File: config.mk
export PLATFORM = sky130hd
export DESIGN_NAME = fpu_op_sequencer
export DESIGN_NICKNAME = d
export VERILOG_FILES = /design/src/rtl/fpu_op_sequencer.sv
export SDC_FILE = /design/constraint.sdc
export NUM_CORES = 1
export LEC_CHECK = 0
export ABC_AREA = 1
export BUFFER_PORTS_ARGS = -buffer_cell sky130_fd_sc_hd__buf_2
export CORE_MARGIN = 5
export CORE_UTILIZATION = 40
export CTS_CLUSTER_DIAMETER = 50
export DETAILED_ROUTE_END_ITERATION = 16
export PLACE_DENSITY = 0.75
export SETUP_SLACK_MARGIN = 0.1
export SLEW_MARGIN = 20
export SYNTH_ARGS = -nofsm -noshare
export SYNTH_HDL_FRONTEND = slang
export SYNTH_SLANG_ARGS = --single-unit
File: constraint.sdc
create_clock -name clk -period 2.6 [get_ports clk]
set_clock_uncertainty 0.1 [all_clocks]
set_input_delay 0.13 -clock clk [delete_from_list [all_inputs] [get_ports clk]]
set_output_delay 0.13 -clock clk [all_outputs]
set_load 0.05 [all_outputs]
File: src/rtl/fpu_op_sequencer.sv
// fpu_op_sequencer: latches one single-precision op, drives the shared FPU
// and returns result/flags/tag via a valid/ready response port.
// Ports:
//   clk, rstn (sync active-low), flush
//   req_*  : op request (valid/ready), op select, operands, tag
//   fpu_*  : operands/select/stall to FPU, done/result/ovf/unf from FPU
//   resp_* : response (valid/ready), result, tag, flags {tmo,ovf,unf}
//   busy   : sequencer not idle
module fpu_op_sequencer #(
   parameter int DIV_TIMEOUT = 64,
   parameter int TAG_W       = 5,
   parameter int CNT_W       = 7
) (
   input  logic             clk,
   input  logic             rstn,
   input  logic             flush,
   input  logic             req_valid,
   output logic             req_ready,
   input  logic [1:0]       req_op,
   input  logic [31:0]      req_a,
   input  logic [31:0]      req_b,
   input  logic [TAG_W-1:0] req_tag,
   output logic [31:0]      fpu_a,
   output logic [31:0]      fpu_b,
   output logic [1:0]       fpu_sel,
   output logic             fpu_stall,
   input  logic             fpu_done,
   input  logic [31:0]      fpu_result,
   input  logic             fpu_ovf,
   input  logic             fpu_unf,
   output logic             resp_valid,
   input  logic             resp_ready,
   output logic [31:0]      resp_result,
   output logic [TAG_W-1:0] resp_tag,
   output logic [2:0]       resp_flags,
   output logic             busy
);

   typedef enum logic [1:0] {
      IDLE, EXEC, WAIT_DIV, RESP
   } state_t;

   state_t            r_state;
   logic [31:0]       r_a;
   logic [31:0]       r_b;
   logic [1:0]        r_sel;
   logic [TAG_W-1:0]  r_tag;
   logic [TAG_W-1:0]  r_rtag;
   logic [31:0]       r_res;
   logic [2:0]        r_flags;
   logic              r_valid;
   logic [CNT_W-1:0]  r_cnt;

   logic              w_accept;
   logic [CNT_W-1:0]  w_cnt_nxt;
   logic              w_tmo;

   assign w_accept  = (r_state == IDLE) && req_valid && !flush;
   assign w_cnt_nxt = r_cnt + 1'b1;
   // Counter after this cycle = cycles spent in EXEC+WAIT_DIV so far.
   assign w_tmo     = (w_cnt_nxt >= CNT_W'(DIV_TIMEOUT));

   always_ff @(posedge clk) begin
      if (!rstn) begin
         r_state <= IDLE;
         r_a     <= '0;
         r_b     <= '0;
         r_sel   <= 2'b00;
         r_tag   <= '0;
         r_rtag  <= '0;
         r_res   <= '0;
         r_flags <= '0;
         r_valid <= 1'b0;
         r_cnt   <= '0;
      end else begin
         unique case (r_state)
            IDLE: begin
               if (w_accept) begin
                  r_a     <= req_a;
                  r_b     <= req_b;
                  r_sel   <= req_op;
                  r_tag   <= req_tag;
                  r_cnt   <= '0;
                  r_state <= EXEC;
               end
            end
            EXEC: begin
               if (flush) begin
                  r_state <= IDLE;
                  r_sel   <= 2'b00;
                  r_valid <= 1'b0;
                  r_flags <= '0;
               end else begin
                  r_cnt <= w_cnt_nxt;
                  if (r_sel != 2'b11 || fpu_done) begin
                     r_res   <= fpu_result;
                     r_flags <= {1'b0, fpu_ovf, fpu_unf};
                     r_rtag  <= r_tag;
                     r_valid <= 1'b1;
                     r_state <= RESP;
                  end else begin
                     r_state <= WAIT_DIV;
                  end
               end
            end
            WAIT_DIV: begin
               if (flush) begin
                  r_state <= IDLE;
                  r_sel   <= 2'b00;
                  r_valid <= 1'b0;
                  r_flags <= '0;
               end else begin
                  r_cnt <= w_cnt_nxt;
                  // done has priority over a coinciding timeout
                  if (fpu_done) begin
                     r_res   <= fpu_result;
                     r_flags <= {1'b0, fpu_ovf, fpu_unf};
                     r_rtag  <= r_tag;
                     r_valid <= 1'b1;
                     r_state <= RESP;
                  end else if (w_tmo) begin
                     r_res   <= 32'h7FC0_0000;
                     r_flags <= 3'b100;
                     r_rtag  <= r_tag;
                     r_valid <= 1'b1;
                     r_state <= RESP;
                  end
               end
            end
            RESP: begin
               if (flush) begin
                  r_state <= IDLE;
                  r_sel   <= 2'b00;
                  r_valid <= 1'b0;
                  r_flags <= '0;
               end else if (resp_ready) begin
                  r_state <= IDLE;
                  r_sel   <= 2'b00;
                  r_valid <= 1'b0;
               end
            end
            default: r_state <= IDLE;
         endcase
      end
   end

   assign req_ready   = (r_state == IDLE);
   assign busy        = (r_state != IDLE);
   assign fpu_stall   = (r_state == IDLE) || (r_state == RESP);
   assign fpu_a       = r_a;
   assign fpu_b       = r_b;
   assign fpu_sel     = r_sel;
   assign resp_valid  = r_valid;
   assign resp_result = r_res;
   assign resp_tag    = r_rtag;
   assign resp_flags  = r_flags;

endmodule

==> impl_metrics.yaml, run 1 <==
pwr:
  p_sw_uw: 3630
  p_leak_uw: 0.00351
  power.total_uw: 8240
  clockPowerShare: 0.272
  p_sw_frac: 0.441
  max-vdd-ir-drop_uv: 640
  internal-power_uw: 4610
  combPwrFrac: 0.427
  pwr-share-seq: 0.301
  power.density_mw_per_mm2: 1090
synth:
  synthFlopType: "dfxtp_1"
  synth.top_cell.area_share: 0.508
  async_flop_share: 0
  synth.most_common_cell: "nor2_1"
  yosys-top-cells-count: "nor2_1, dfxtp_1, o21ai_0"
  synthMuxAreaShare: 0
  synth_fp_nets: 732
  synth.distinct_cells: 26
  synth.area.top_cells: "dfxtp_1, nor2_1, o21ai_0"
  synthAdderAreaFrac: 0.0158
  synth-compound-area-share: 0.143
  netlist_area_mm2: 0.00477
  synth-xor-area-share: 0.00184
  synth_cells: 615
  yosysSeqAreaShare: 0.508
  synth_top_family_by_area: "simple AND/OR/NAND/NOR gates"
  synth_area_leader_cell: "dfxtp_1"
  ys_ff_latch: 121
  synth-simple-area-share: 0.270
  synth_edf_count: 0
  avgSynthCellArea_um2: 7.75
  ys.warnings.count: 0
placed_design:
  io_buffers: 220
  dpl.hpwl_mm: 9.14
  gp_congestion: 0.802
floorplanning:
  die_x_um: 119
  rows: 39
  start_util: 0.412
  io_pins: 221
  fp.coreArea_mm2: 0.0116
  dieArea_mm2: 0.0142
  die_h_um: 119
final_layout:
  drive_gt1_frac: 0.331
  seqCellArea_mm2: 0.00242
  multi_input_area_mm2: 0.00205
  nFillCells: 918
  syn_to_final_growth_pct: 59.0
  nets: 1051
sta:
  period_minus_slack_ps: 1970
  final.setup.tns_ps: 0
  hold_ws_ps: 38.7
  final_max_slew_viol_count: 0
  hold_viol: 0
  fin_crit_sh: 0.757
  fmax_mhz: 508
  max_slew_margin: 0.555
  tightest_slew_ps: 668
  finalSetupViolCount: 0
  rsz0062_at_grt: "false"
setup_path:
  critPathKind: "reg -> reg"
  regToRegSetupSlack_ps: 630
  crit_path_start_kind: "flip-flop"
  r2r-end: "resp_result[4]$_SDFFE_PN0P_"
  crit_required_ps: 2830
  r2r_cells: 9
  end_kind: "flip-flop"
  worstPathArrival_ps: 2200
  crit_fanout: 23
  r2r-start: "r_state[0]$_SDFFE_PN0P_"
clocking:
  cts_resized: 0
  numClockSinks: 121
  cts_tree: "yes"
  clk_pin_slew_ps: 50
  htree_num_levels: 4
  clock_path_buffers: 2
  insertion_delay_ps: 400
  root_buffer: "clkbuf_16"
  cts_buffers: 17
routing:
  first_iter_violations: 358
  drtAntennaViolNets: 0
  viasPerCell: 4.81
  routedWlPerCell_um: 14.4
  first_pass_iters: 6
  finalWirelength_mm: 15.7
  route.detailed.drc: 0
  num_vias: 5246
grt:
  gr-total-overflow: 0
  antenna_found_initial: 1
  grt_pass1_vias: 5271
  grt_pass1_wl_mm: 25.3
  track_usage: 0.220
  grt_max_degree: 69
min_path:
  min_from: "resp_ready"
  holdPathStages: 6
  hp-class: "in -> reg"
  whs_endpoint: "resp_valid$_SDFFE_PN0P_"
flow_run:
  drv_cap: 0
status:
  outcome: "finished, final reports clean"
## how the worst max path moves through the flow
stage	from	depth (start not counted)	end	slack, ps
global route	r_state[0]$_SDFFE_PN0P_	7	r_state[1]$_SDFFE_PN0P_	460
detailed placement	r_state[0]$_SDFFE_PN0P_	9	resp_result[4]$_SDFFE_PN0P_	630
floorplan	r_state[0]$_SDFFE_PN0P_	7	r_state[0]$_SDFFE_PN0P_	630
global placement	r_state[0]$_SDFFE_PN0P_	9	resp_result[4]$_SDFFE_PN0P_	700
finish	r_state[0]$_SDFFE_PN0P_	9	resp_result[4]$_SDFFE_PN0P_	630
CTS	r_state[0]$_SDFFE_PN0P_	9	resp_result[4]$_SDFFE_PN0P_	620
## registers in the layout, summed over array words and instances (netlist names)
register,count
fpu_b,32
r_state,2
resp_valid,1
r_tag,5
fpu_a,32
resp_tag,5
resp_flags,3
r_cnt,7
resp_result,32
fpu_sel,2
## repair_timing
item,in CTS,in global routing
endpoints found under the hold margin,107,0
hold buffers,107,0
setup buffers,0,0
## critical path, stage by stage, from the launching register on
cell	delay [ps]
dfxtp_1	330
inv_1	110
ha_1	220
nand2_2	80
inv_2	200
nand3_2	110
nand2_2	140
buf_4	370
nand2_1	100
a21oi_1	140
## final cells by class
class                   instances  share of cell area
flip-flops and latches        121               0.320
repair buffers                335               0.298
diodes                          1            0.000330
well taps                     143              0.0236
clock buffers                  19              0.0584
clock inverters                13              0.0170
inverters                      26              0.0129
multi-input cells             433               0.270
## cell families (layout without fill, tap and decap cells)
kind of cell / Yosys count / in the layout
AND/OR/NAND/NOR: 307 / 307
flip-flops: 121 / 121
AO/OA/AOI/OAI: 119 / 119
buffers and inverters: 61 / 393
adder cells (fa/ha/maj): 6 / 6
XOR/XNOR: 1 / 1
other: 0 / 1
## layer usage
layer | part of all wire | routed length, um | global-route usage | vias to the layer above
li1 | - | - | - | 2610
met1 | 0.40 | 6250 | 0.236 | 2367
met2 | 0.49 | 7770 | 0.385 | 220
met3 | 0.068 | 1060 | 0.0673 | 49
met4 | 0.040 | 636 | 0.119 | 0
met5 | 0 | 0 | 0 | -
## metrics by stage
step / cell area, um^2 / std cells / setup WS [ps] / util
after floorplan: 4770 / 615 / 626 / -
after global placement: 5930 / 951 / 700 / 0.513
after detailed placement: 5930 / 951 / 631 / 0.513
after CTS: 7580 / 1090 / 620 / 0.655
after global routing: 7580 / 1091 / 459 / 0.655
final: 7580 / 1091 / 632 / 0.655
## cells in the final DEF (no fill, tap or decap), types with 17 or more instances in the layout
master	instances
nand2_2	23
nand3_1	31
dfxtp_1	121
a21oi_1	17
inv_1	20
dlygate4sd3_1	107
a21oi_2	20
nor2_1	191
nand2_1	54
o21ai_0	78
clkbuf_16	17
buf_2	220
## power groups by stage
stage | logic, uW | registers (uW) | clock network (uW)
3_5_place_dp | 3360 | 2510 | 0
5_1_grt | 3780 | 2530 | 2380
6_report | 3520 | 2480 | 2240
3_3_place_gp | 3340 | 2500 | 0
4_1_cts | 3490 | 2470 | 2290
2_1_floorplan | 1390 | 3780 | 0
No activity file was read; power rests on OpenSTA's default activity.
==> run 2: changes to the inputs <==
Clock period 2.6 ns to 2 ns, I/O delays scaled along.
==> run 2 against run 1 <==
  * Via count grew 0.76%
  * Register-to-register slack lost 410 ps
  * Global-route usage shrank 0.17 points
  * Critical path depth shrank 5
  * First-iteration DRC count grew 13%
  * Sequential power grew 30%
  * Flip-flop and latch count is the same
  * Non-clock buffer count grew 4
  * Design area grew 1.7%
  * Power grew 34%
  * Utilization grew 1.1 points
  * Critical endpoint is now fpu_stall
  * Sequential share of layout area shrank 0.53 points
  * Largest cell class unchanged
==> impl_metrics.yaml, run 2 (synthesis results as in run 1) <==
min_path:
  hp-class: "in -> reg"
sta:
  tightest_slew_ps: 463
  hold_viol: 0
  fin_crit_sh: 0.887
  rsz0062_at_grt: "true"
  max_slew_margin: 0.691
  fin_ws_ps: 226
  final_max_slew_viol_count: 0
  period_minus_slack_ps: 1770
  fmax_mhz: 564
  final.setup.tns_ps: 0
  finalSetupViolCount: 0
pwr:
  power.density_mw_per_mm2: 1430
  pwr-share-seq: 0.293
  p_sw_frac: 0.429
  power.total_uw: 11000
  clockPowerShare: 0.284
  max-vdd-ir-drop_uv: 885
  internal-power_uw: 6300
  p_leak_uw: 0.00357
  combPwrFrac: 0.424
  p_sw_uw: 4730
status:
  outcome: "finished, final reports clean"
placed_design:
  dp_slack_ps: 114
  io_buffers: 220
  dpl-instance-area_mm2: 0.00596
  gp_congestion: 0.787
  dpl.hpwl_mm: 9.17
clocking:
  numClockSinks: 121
  clk_pin_slew_ps: 50
  root_buffer: "clkbuf_16"
  htree_num_levels: 4
  cts_tree: "yes"
  insertion_delay_ps: 410
  clock_path_buffers: 2
  cts_buffers: 17
flow_run:
  drv_cap: 0
setup_path:
  critPathMostFrequentCell: "inv_1"
  critPathKind: "reg -> out"
  end_kind: "output pin"
  crit_fanout: 4
  path_buf_inv: 3
  cp_cell_sequence: "inv_1 -> ha_1 -> inv_1 -> buf_2"
  crit_path_start_kind: "flip-flop"
  worstPathArrival_ps: 1570
  crit_required_ps: 1800
  cpMaxStageDelayCell: "dfxtp_1"
  max_stage_delay_ps: 360
  critical_path.top_delay_family: "buffers and inverters"
routing:
  route.detailed.drc: 0
  viasPerCell: 4.83
  num_vias: 5286
  routedWlPerCell_um: 14.3
  finalWirelength_mm: 15.6
  first_iter_violations: 405
  drtAntennaViolNets: 0
  first_pass_iters: 5
floorplanning:
  rows: 39
  start_util: 0.412
  io_pins: 221
  die_x_um: 119
  dieArea_mm2: 0.0142
  fp.coreArea_mm2: 0.0116
  die_h_um: 119
final_layout:
  syn_to_final_growth_pct: 61.8
  seqCellArea_mm2: 0.00242
  drive_gt1_frac: 0.335
  layout_commonest_cell: "buf_2"
  nFillCells: 929
  nets: 1055
  fin_area_mm2: 0.00771
  layout_common_cells: "buf_2, nor2_1, dfxtp_1"
  multi_input_area_mm2: 0.00209
grt:
  track_usage: 0.218
  grt_max_degree: 70
  grt_pass1_vias: 5058
  antenna_found_initial: 1
  gr-total-overflow: 0
  grt_pass1_wl_mm: 24.9
==> run 2: cell types whose count changed in the layout (fill, tap and decap cells not counted), sizes merged <==
| cell | before | now |
|---|---|---|
| dlygate4sd3 | 107 | 109 |
| bufinv | 2 | 4 |
| clkbuf | 19 | 21 |
| buf | 228 | 230 |
| clkinvlp | 4 | 0 |
| clkinv | 7 | 6 |
==> run 2: layout make-up <==
cell class	count	share of cell area
flip-flops and latches	121	0.314
repair buffers	339	0.300
multi-input cells	433	0.271
clock buffers	21	0.0584
well taps	143	0.0232
clock inverters	10	0.0195
inverters	26	0.0133
diodes	1	0.000325
==> run 2: layer usage <==
layer / global-route usage / wire length (um)
met1: 0.244 / 6240
met2: 0.377 / 7910
met3: 0.0649 / 978
met4: 0.109 / 507
met5: 0 / 0
==> run 2: per-stage QoR <==
stage / util / cells / hold slack, ps
after floorplan: - / 615 / 149
after global placement: 0.515 / 952 / 247
after detailed placement: 0.515 / 952 / 255
after CTS: 0.661 / 1092 / 69.0
after global routing: 0.667 / 1094 / 94.5
final: 0.667 / 1094 / 62.9
==> run 2: path summary, 6_finish.rpt <==
check / startpoint / to / slack [ps] / cells after the start
max: r_state[1]$_SDFFE_PN0P_ / fpu_stall / 230 / 4
min reg2reg: resp_flags[1]$_SDFFE_PN0P_ / resp_flags[1]$_SDFFE_PN0P_ / 360 / 2
min: req_valid / r_cnt[2]$_SDFFE_PN0P_ / 60 / 5
max reg2reg: r_state[0]$_SDFFE_PN0P_ / resp_result[10]$_SDFFE_PN0P_ / 230 / 9
==> run 2: power by group through the flow <==
stage | Clock [uW] | Sequential, uW | Combinational (uW)
finish | 3130 | 3230 | 4680
global route | 3320 | 3300 | 4990
CTS | 3190 | 3220 | 4570
detailed placement | 0 | 3260 | 4390
global placement | 0 | 3250 | 4370
floorplan | 0 | 4910 | 1820
==> run 2: tightest hold or removal path: cells and delay by family <==
family,cells,cell delay (ps)
AND/OR/NAND/NOR,2,180
AO/OA/AOI/OAI,2,140
buffers and inverters,1,110
==> run 2: what timing repair did <==
item	in CTS	in global routing
hold buffers	109	0
hold endpoints to repair	107	0
setup buffers	0	1
setup endpoints to repair	0	41
resized for setup	0	14
==> run 3: changes to the inputs <==
Settings changed: CORE_ASPECT_RATIO set to 1.5, SLEW_MARGIN 20 to 40.
==> run 3 against run 2 <==
  * Register-to-register slack barely moved
  * Design area fell by 0.39%
  * Non-clock buffer count fell by 1
  * Sequential power barely moved
  * Via count fell by 1.6%
  * First-iteration DRC count fell by 64%
  * Critical path depth rose by 4
  * Hold slack got worse by 41 ps
  * Clock-buffer cell count fell by 4
  * Flip-flop and latch count did not move
  * Maximum frequency fell by 0.16%
  * Largest cell class unchanged
==> impl_metrics.yaml, run 3 (synthesis results as in run 1) <==
clocking:
  numClockSinks: 121
  cts_buffers: 17
  cts_setup_buffers: 0
  htree_num_levels: 4
  clk_pin_slew_ps: 60
  clock_path_buffers: 2
  cts_tree: "yes"
  root_buffer: "clkbuf_16"
  insertion_delay_ps: 400
setup_path:
  critPathKind: "reg -> reg"
  crit_path_start_kind: "flip-flop"
  end_kind: "flip-flop"
  regToRegSetupSlack_ps: 220
  crit_required_ps: 2240
  r2r-end: "r_cnt[4]$_SDFFE_PN0P_"
  worstPathArrival_ps: 2010
  r2r-start: "r_state[1]$_SDFFE_PN0P_"
  r2r_cells: 8
  crit_fanout: 5
grt:
  antenna_found_initial: 0
  grt_pass1_wl_mm: 24.9
  track_usage: 0.217
  gr-total-overflow: 0
  grt_pass1_vias: 5155
  grt_max_degree: 72
final_layout:
  nets: 1054
  syn_to_final_growth_pct: 61.2
  antennaDiodeCount: 0
  fin_area_mm2: 0.00768
  layout_common_cells: "buf_2, nor2_1, dfxtp_1"
  layout_commonest_cell: "buf_2"
  drive_gt1_frac: 0.337
pwr:
  p_leak_uw: 0.00355
  power.density_mw_per_mm2: 1430
  max-vdd-ir-drop_uv: 897
floorplanning:
  die_x_um: 99.1
  rows: 48
  start_util: 0.411
  io_pins: 221
  fp.coreArea_mm2: 0.0116
  die_h_um: 144
  dieArea_mm2: 0.0142
placed_design:
  io_buffers: 220
  gp_congestion: 0.823
  dpl-instance-area_mm2: 0.00597
  dpl.hpwl_mm: 9.89
  dp_slack_ps: 192
sta:
  tightest_slew_ps: 394
  fin_ws_ps: 223
  rsz0062_at_grt: "true"
  fmax_mhz: 563
  final.setup.tns_ps: 0
  hold_viol: 0
  max_slew_margin: 0.736
  period_minus_slack_ps: 1780
  final_max_slew_viol_count: 0
  fin_crit_sh: 0.888
  finalSetupViolCount: 0
flow_run:
  drv_cap: 0
routing:
  first_iter_violations: 145
  viasPerCell: 4.73
  routedWlPerCell_um: 14.2
  finalWirelength_mm: 15.6
  route.detailed.drc: 0
  num_vias: 5200
  drtAntennaViolNets: 0
  first_pass_iters: 5
status:
  outcome: "finished, final reports clean"
min_path:
  whs_endpoint: "resp_result[23]$_SDFFE_PN0P_"
  holdPathStages: 3
  min_from: "rstn"
  hp-class: "in -> reg"
==> run 3: cell count changes in the layout (fill, tap and decap cells not counted), sizes merged <==
| cell | previous run | this run |
|---|---|---|
| dlygate4sd3 | 109 | 108 |
| bufinv | 4 | 3 |
| clkinvlp | 0 | 2 |
| diode | 1 | 0 |
| inv | 26 | 27 |
| clkinv | 6 | 9 |
| clkbuf | 21 | 17 |
==> run 3: what timing repair did <==
action                                 CTS  global route
setup endpoints to repair                0            16
endpoints found under the hold margin  107             0
gates resized for setup                  0             8
hold buffers                           108             0
==> run 3: worst max path at each step <==
stage	startpoint	end	slack [ps]	depth (start not counted)
global route	r_state[0]$_SDFFE_PN0P_	r_state[1]$_SDFFE_PN0P_	90	7
finish	r_state[1]$_SDFFE_PN0P_	r_cnt[4]$_SDFFE_PN0P_	220	8
floorplan	r_state[0]$_SDFFE_PN0P_	r_state[0]$_SDFFE_PN0P_	260	7
CTS	r_state[0]$_SDFFE_PN0P_	resp_flags[1]$_SDFFE_PN0P_	160	10
detailed placement	r_state[0]$_SDFFE_PN0P_	r_cnt[5]$_SDFFE_PN0P_	190	8
global placement	r_state[0]$_SDFFE_PN0P_	resp_flags[1]$_SDFFE_PN0P_	260	10
==> run 3: layer usage <==
layer  up-vias  global-route usage  part of all wire
met5         -                   0                 0
met4         0              0.0921             0.029
met3        34              0.0695             0.083
met2       211               0.390              0.51
met1      2338               0.231              0.38
li1       2617                   -                 -
==> run 3: area by class of cell <==
type / count / area, um^2
fillers: 925 / 3910
repair buffers: 338 / 2300
clock inverters: 15 / 178
multi-input cells: 433 / 2060
flip-flops and latches: 121 / 2420
inverters: 26 / 100
clock buffers: 17 / 425
well taps: 150 / 188
==> run 3: stage by stage <==
stage	power, uW	util	std cells	hold slack [ps]
after global placement	7640	0.515	960	247
after global routing	11500	0.663	1100	29.7
final	11000	0.663	1100	22.1
after CTS	11000	0.661	1100	8.54
after detailed placement	7700	0.515	960	255
after floorplan	6730	-	615	149
==> run 3: critical path, stage by stage (launching register included) <==
cell     delay [ps]
dfxtp_1         370
inv_1           100
ha_1            330
nand2_2         100
o21ai_4         200
nand3_1         150
o21ai_0         200
nand2_1          70
nor2_1           80
==> run 3: report_power, final <==
part           internal (uW)  switching [uW]  leakage, uW  total [uW]
Clock                   1960            1110     0.000293        3070
Sequential              2940             288     0.000990        3230
Combinational           1240            3410      0.00226        4660
Total                   6150            4810      0.00355       11000
